**src/rtl/ahb_decoder_pipe.sv**
```systemverilog
// Per-master AHB address decoder: address-phase slave requests, registered data-phase
// selects and a built-in default slave answering unmapped accesses with a two-cycle ERROR.
// Optional hremap aliasing of slave REMAP_SLV at address 0 when AHB_DEC_REMAP_EN is defined.
module ahb_decoder_pipe #(
    parameter int unsigned AHB_ADDR_WIDTH = 32,
    parameter int unsigned SLAVE_NUM      = 4,
    parameter logic [SLAVE_NUM*AHB_ADDR_WIDTH-1:0] LOW_ADDR =
        {32'h0001_0000, 32'h0000_2404, 32'h0000_1000, 32'h0000_0000},
    parameter logic [SLAVE_NUM*AHB_ADDR_WIDTH-1:0] HIGH_ADDR =
        {32'h0001_FFFF, 32'h0000_24FF, 32'h0000_100F, 32'h0000_03FF}
`ifdef AHB_DEC_REMAP_EN
    ,
    parameter int unsigned REMAP_SLV      = 1
`endif
) (
    input  logic                      hclk,
    input  logic                      hreset_n,
    input  logic [AHB_ADDR_WIDTH-1:0] haddr,
    input  logic [1:0]                htrans,
    input  logic                      hready,
`ifdef AHB_DEC_REMAP_EN
    input  logic                      hremap,
`endif
    output logic [SLAVE_NUM-1:0]      hreq,
    output logic                      default_slv_sel,
    output logic [SLAVE_NUM-1:0]      hsel_dp,
    output logic                      dflt_sel_dp,
    output logic                      dflt_hready,
    output logic                      dflt_hresp,
    output logic [7:0]                err_cnt
);

    localparam int unsigned AW = AHB_ADDR_WIDTH;

    typedef enum logic [1:0] {
        HTRANS_IDLE   = 2'b00,
        HTRANS_BUSY   = 2'b01,
        HTRANS_NONSEQ = 2'b10,
        HTRANS_SEQ    = 2'b11
    } htrans_e;

    typedef enum logic [1:0] {
        ST_OKAY,
        ST_ERR1,
        ST_ERR2
    } dflt_state_e;

`ifdef AHB_DEC_REMAP_EN
    localparam logic [AW-1:0] REMAP_SPAN =
        HIGH_ADDR[REMAP_SLV*AW +: AW] - LOW_ADDR[REMAP_SLV*AW +: AW];
`endif

    logic [SLAVE_NUM-1:0] slave_hit;
    logic [AW-1:0]        offset;
    logic                 addr_valid;
    logic                 active;
    logic                 err_start;

    // Range test as one unsigned compare: an address below LOW wraps to a huge offset.
    // Walking from the top index down lets the lowest matching index win.
    // NOTE: every always_comb output gets a default first so no latch is inferred.
    always_comb begin
        slave_hit = '0;
        offset    = '0;
        for (int i = SLAVE_NUM - 1; i >= 0; i--) begin
            offset = haddr - LOW_ADDR[i*AW +: AW];
            if (offset <= (HIGH_ADDR[i*AW +: AW] - LOW_ADDR[i*AW +: AW])) begin
                slave_hit    = '0;
                slave_hit[i] = 1'b1;
            end
        end
`ifdef AHB_DEC_REMAP_EN
        if (hremap && (haddr <= REMAP_SPAN)) begin
            slave_hit            = '0;
            slave_hit[REMAP_SLV] = 1'b1;
        end
`endif
    end

    // BUSY keeps the request asserted so the slave holds its select across the burst.
    assign addr_valid      = (htrans != HTRANS_IDLE);
    assign active          = (htrans == HTRANS_NONSEQ) || (htrans == HTRANS_SEQ);
    assign hreq            = addr_valid ? slave_hit : '0;
    assign default_slv_sel = addr_valid & ~|slave_hit;
    assign err_start       = hready & default_slv_sel & active;

    logic [SLAVE_NUM-1:0] hsel_dp_q, hsel_dp_d;
    logic                 dflt_sel_dp_q, dflt_sel_dp_d;
    logic                 trans_dp_q, trans_dp_d;

    always_comb begin
        hsel_dp_d     = hsel_dp_q;
        dflt_sel_dp_d = dflt_sel_dp_q;
        trans_dp_d    = trans_dp_q;
        if (hready) begin
            hsel_dp_d     = hreq;
            dflt_sel_dp_d = default_slv_sel;
            trans_dp_d    = active;
        end
    end

    // NOTE: state is written with non-blocking assignments under an async reset so every
    // register samples the same pre-edge values regardless of block evaluation order.
    always_ff @(posedge hclk or negedge hreset_n) begin
        if (!hreset_n) begin
            hsel_dp_q     <= '0;
            dflt_sel_dp_q <= 1'b0;
            trans_dp_q    <= 1'b0;
        end else begin
            hsel_dp_q     <= hsel_dp_d;
            dflt_sel_dp_q <= dflt_sel_dp_d;
            trans_dp_q    <= trans_dp_d;
        end
    end

    // Data-phase transfer flag is kept for observability only; nothing downstream consumes it.
    logic unused_trans_dp;
    assign unused_trans_dp = trans_dp_q;

    dflt_state_e state_q;
    logic        dflt_hready_q;
    logic        dflt_hresp_q;
    logic [7:0]  err_cnt_q;

    // Default slave: ERR1 stalls with ERROR, ERR2 completes it; ERR2 may chain straight into ERR1.
    always_ff @(posedge hclk or negedge hreset_n) begin
        if (!hreset_n) begin
            state_q       <= ST_OKAY;
            dflt_hready_q <= 1'b1;
            dflt_hresp_q  <= 1'b0;
            err_cnt_q     <= 8'd0;
        end else begin
            case (state_q)
                ST_ERR1: begin
                    state_q       <= ST_ERR2;
                    dflt_hready_q <= 1'b1;
                    dflt_hresp_q  <= 1'b1;
                end
                ST_OKAY, ST_ERR2: begin
                    if (err_start) begin
                        state_q       <= ST_ERR1;
                        dflt_hready_q <= 1'b0;
                        dflt_hresp_q  <= 1'b1;
                        if (err_cnt_q != 8'hFF) begin
                            err_cnt_q <= err_cnt_q + 8'd1;
                        end
                    end else begin
                        state_q       <= ST_OKAY;
                        dflt_hready_q <= 1'b1;
                        dflt_hresp_q  <= 1'b0;
                    end
                end
                default: begin
                    state_q       <= ST_OKAY;
                    dflt_hready_q <= 1'b1;
                    dflt_hresp_q  <= 1'b0;
                end
            endcase
        end
    end

    assign hsel_dp     = hsel_dp_q;
    assign dflt_sel_dp = dflt_sel_dp_q;
    assign dflt_hready = dflt_hready_q;
    assign dflt_hresp  = dflt_hresp_q;
    assign err_cnt     = err_cnt_q;

endmodule

```
**config.mk**
```make
export PLATFORM = sky130hd
export DESIGN_NAME = ahb_decoder_pipe
export DESIGN_NICKNAME = d
export VERILOG_FILES = /design/src/rtl/ahb_decoder_pipe.sv
export SDC_FILE = /design/constraint.sdc
export NUM_CORES = 1
export LEC_CHECK = 0
export BUFFER_PORTS_ARGS = -buffer_cell sky130_fd_sc_hd__buf_4
export CAP_MARGIN = 20
export CORE_AREA = 3 3 57 59
export CTS_BUF_LIST = sky130_fd_sc_hd__clkbuf_8
export DETAILED_ROUTE_END_ITERATION = 8
export DIE_AREA = 0 0 60 62
export PLACE_DENSITY_LB_ADDON = 0.12
export SETUP_SLACK_MARGIN = 0.2
export SLEW_MARGIN = 25
export SYNTH_ARGS = -nofsm -noshare
export SYNTH_HDL_FRONTEND = slang
export SYNTH_SLANG_ARGS = --single-unit
```
**constraint.sdc**
```tcl
create_clock -name hclk -period 3.2 [get_ports hclk]
set_input_delay 0.48 -clock hclk [delete_from_list [all_inputs] [get_ports hclk]]
set_output_delay 0.48 -clock hclk [all_outputs]
set_load 0.02 [all_outputs]
```
==> flow_metrics.py <==
metrics = {
    "run_status": {
        "outcome": "finished, final reports clean",
    },
    "placement": {
        "place_ws_ns": -0.0673,
        "buffer_ports.inserted": 54,
        "dp.cells": 246,
        "finalWeightedCongestion": 0.943,
        "post-dp-hpwl_um": 3100,
    },
    "clocking": {
        "clk_path_buf_depth": 2,
        "cts.reportedPaths.clkPinSlew_ns": 0.06,
        "cts_sinks": 17,
        "cts_tree": "yes",
        "h-tree-depth": 1,
        "cts_buffers": 3,
        "cts.root.buffer_cell": "sky130_fd_sc_hd__clkbuf_8",
        "worst_skew_pair.late_latency_ns": 0.25,
    },
    "worst_setup_path": {
        "crit_path_end_kind": "output port",
        "setup.worst_path.class": "in -> out",
        "worst-endpoint-arrival_ns": 2.56,
        "crit_path_start_kind": "primary input",
        "required_ns": 2.72,
        "critical_path.max_fanout": 2,
    },
    "power": {
        "power_density_nw_per_um2": 366,
        "power.leakage_nw": 0.884,
        "vdd_drop_max_v": 0.000532,
    },
    "routing": {
        "wl_um": 3940,
        "vias": 1530,
        "routedWlPerCell_um": 15.5,
        "drtIter0Drc": 78,
        "drc": 0,
        "dr.pass1.iters": 4,
        "antenna_left": 0,
        "vias_per_cell": 6.00,
    },
    "floorplanning": {
        "rows": 19,
        "floorplan.initialDensity_pct": 48.3,
        "die_width_um": 60,
        "io_pins": 57,
        "core_sq_um": 2760,
        "floorplan.die_area_sq_um": 3720,
        "vertical_die_dimension_um": 62,
    },
    "timing": {
        "worst_pin_slew_ns": 0.594,
        "period_share_pct": 94.9,
        "finalWorstPathRequiredPeriod_ns": 3.04,
        "final.setup_skew_ns": 0.00157,
        "drv_slew": 0,
        "rsz_0062_raised_after_global_routing": "true",
        "final.hold.worst_slack_ns": 0.0834,
        "timing.final.ws_setup_ns": 0.163,
        "final_hold_viol_count": 0,
        "finalSetupTns_ns": 0,
        "highest_clock_rate_mhz": 329,
        "setup_violations": 0,
        "relSlewSlack_pct": 60.0,
    },
    "layout": {
        "layout_cells_sized_above_1_pct": 43.8,
        "n_antenna_cell": 0,
        "mostFrequentLayoutCells": "sky130_fd_sc_hd__buf_4 (66), sky130_fd_sc_hd__nor2_1 (17), sky130_fd_sc_hd__dfrtp_1 (16), sky130_fd_sc_hd__nor3_1 (11), sky130_fd_sc_hd__nor4_1 (10)",
        "final_nets": 263,
        "fillerInstances": 214,
        "layout_area_overhead_pct": 50.1,
        "final_cell_count_no_fill": 255,
        "layout_commonest_cell": "sky130_fd_sc_hd__buf_4",
    },
    "global_route": {
        "grt_pass1_vias": 1393,
        "globalRoute.totalOverflow": 0,
        "global_route.usage.met2_pct": 36.0,
        "grt_met3_usage_pct": 4.96,
        "antenna_violations_before_repair": 0,
        "largest_net_degree_at_the_start_of_global_routing": 18,
        "grt.total_usage_pct": 22.1,
        "grt_pass1_wl_um": 6220,
        "grtUsageMet1_pct": 30.1,
        "gr-max-usage-layer": "met2",
    },
    "logic_synthesis": {
        "netlist_area_sq_um": 1330,
        "synth_top_cell_area_share_pct": 30.0,
        "ys_ff_latch": 17,
        "syn_area_per_cell_sq_um": 8.65,
        "synth.top_cells.by_area": "sky130_fd_sc_hd__dfrtp_1 (30%), sky130_fd_sc_hd__nor2_1 (5.4%), sky130_fd_sc_hd__nor4_1 (5.2%)",
        "post_synth_inst_count": 154,
        "yosysSeqAreaShare_pct": 32.0,
        "synth_largest_area_cell": "sky130_fd_sc_hd__dfrtp_1",
        "synth_fp_nets": 192,
        "yosysWarningCount": 0,
        "synth.distinct_cells": 48,
    },
    "worst_hold_path": {
        "timing.hold.worst.class": "in -> async",
    },
    "run": {
        "drv.max_cap_violation_count": 0,
    },
}
cell type report:
class,instances,area [sq um],area share [%]
clock inverter,1,5.00,0.250
tap,31,38.8,1.94
timing repair buffer,71,552,27.6
inverter,4,15.0,0.750
clock buffer,3,41.3,2.06
sequential,17,427,21.3
multi-input combinational,128,922,46.1
layer usage:
metal  up-vias  share of wire, %
met5         -                 0
met4         0              0.68
met3         4               7.5
met2        67                48
met1       721                44
li1        738                 -
synth_stat cells (all sizes together):
| library cell | count |
|---|---|
| dfrtp | 16 |
| and4 | 1 |
| nor3 | 13 |
| or3 | 4 |
| or2b | 1 |
| a211oi | 1 |
| nor2b | 1 |
| o32ai | 1 |
| nand3b | 1 |
| a31oi | 2 |
| or3b | 1 |
| nand2 | 9 |
| nor4 | 14 |
| xnor2 | 2 |
| a2111o | 1 |
| a2111oi | 1 |
| a31o | 1 |
| or4 | 2 |
| buf | 2 |
| o21a | 2 |
| o21ai | 3 |
| a21oi | 3 |
| xor2 | 6 |
| nand4bb | 1 |
| or2 | 2 |
| o211ai | 1 |
| nor4b | 1 |
| o31ai | 3 |
| inv | 4 |
| clkbuf | 3 |
| mux2 | 7 |
| nor2 | 19 |
| a211o | 1 |
| and4b | 1 |
| nand4b | 2 |
| and3 | 3 |
| nand3 | 7 |
| dfstp | 1 |
| o2111ai | 2 |
| nand4 | 7 |
| ha | 1 |
metrics by stage:
step	util, %	power (mW)	cell area (sq um)
2_1_floorplan	-	0.429	1350
6_report	72.5	0.731	2000
5_1_grt	72.5	0.777	2000
4_1_cts	71.0	0.730	1960
3_3_place_gp	67.2	0.557	1850
3_5_place_dp	67.2	0.568	1850
power by group:
group | switching, mW | total [mW] | internal, mW
Clock | 0.0702 | 0.156 | 0.0863
Combinational | 0.147 | 0.276 | 0.129
Sequential | 0.0465 | 0.299 | 0.253
Total | 0.264 | 0.731 | 0.468
logic make-up after synthesis:
group	after synthesis	synth area share (%)
fa+ha+maj	1	0.939
xor+xnor	8	5.26
simple gates	90	40.8
flops	17	32.0
mux	7	5.92
buf+inv	9	3.19
compound gates	22	11.9
worst paths after layout:
| check | startpoint | cells past startpoint | endpoint | slack [ns] |
|---|---|---|---|---|
| worst max-delay path | haddr[16] | 8 | default_slv_sel | 0.16 |
| worst min-delay path | hreset_n | 1 | err_cnt[3] | 0.08 |
| worst max register to register | err_cnt[0] | 6 | err_cnt[6] | 1.40 |
| worst min register to register | state_q[1] | 1 | state_q[1] | 0.41 |
| max in group asynchronous | hreset_n | 1 | dflt_hready | 2.86 |
| min in group hclk | state_q[1] | 1 | state_q[1] | 0.41 |
registers in the layout, summed over array words and instances, names as in the netlist:
signal	cells
dflt_hready	1
dflt_hresp	1
dflt_sel_dp	1
err_cnt	8
hsel_dp	4
state_q	2
critical path, stage by stage:
cell                        delay [ns]
sky130_fd_sc_hd__buf_6            0.09
sky130_fd_sc_hd__or4_4            0.53
sky130_fd_sc_hd__or3_4            0.35
sky130_fd_sc_hd__or3_4            0.38
sky130_fd_sc_hd__o2111ai_2        0.08
sky130_fd_sc_hd__or3b_4           0.42
sky130_fd_sc_hd__nor2_4           0.10
sky130_fd_sc_hd__buf_6            0.12
timing repair:
| action | in CTS | in global routing |
|---|---|---|
| setup buffers | 4 | 1 |
| endpoints found under the setup margin | 6 | 6 |
| pin swaps | 2 | 6 |
| hold buffers | 0 | 0 |
| gates resized for setup | 7 | 7 |
Note: power is estimated with default switching activity, not from simulation.
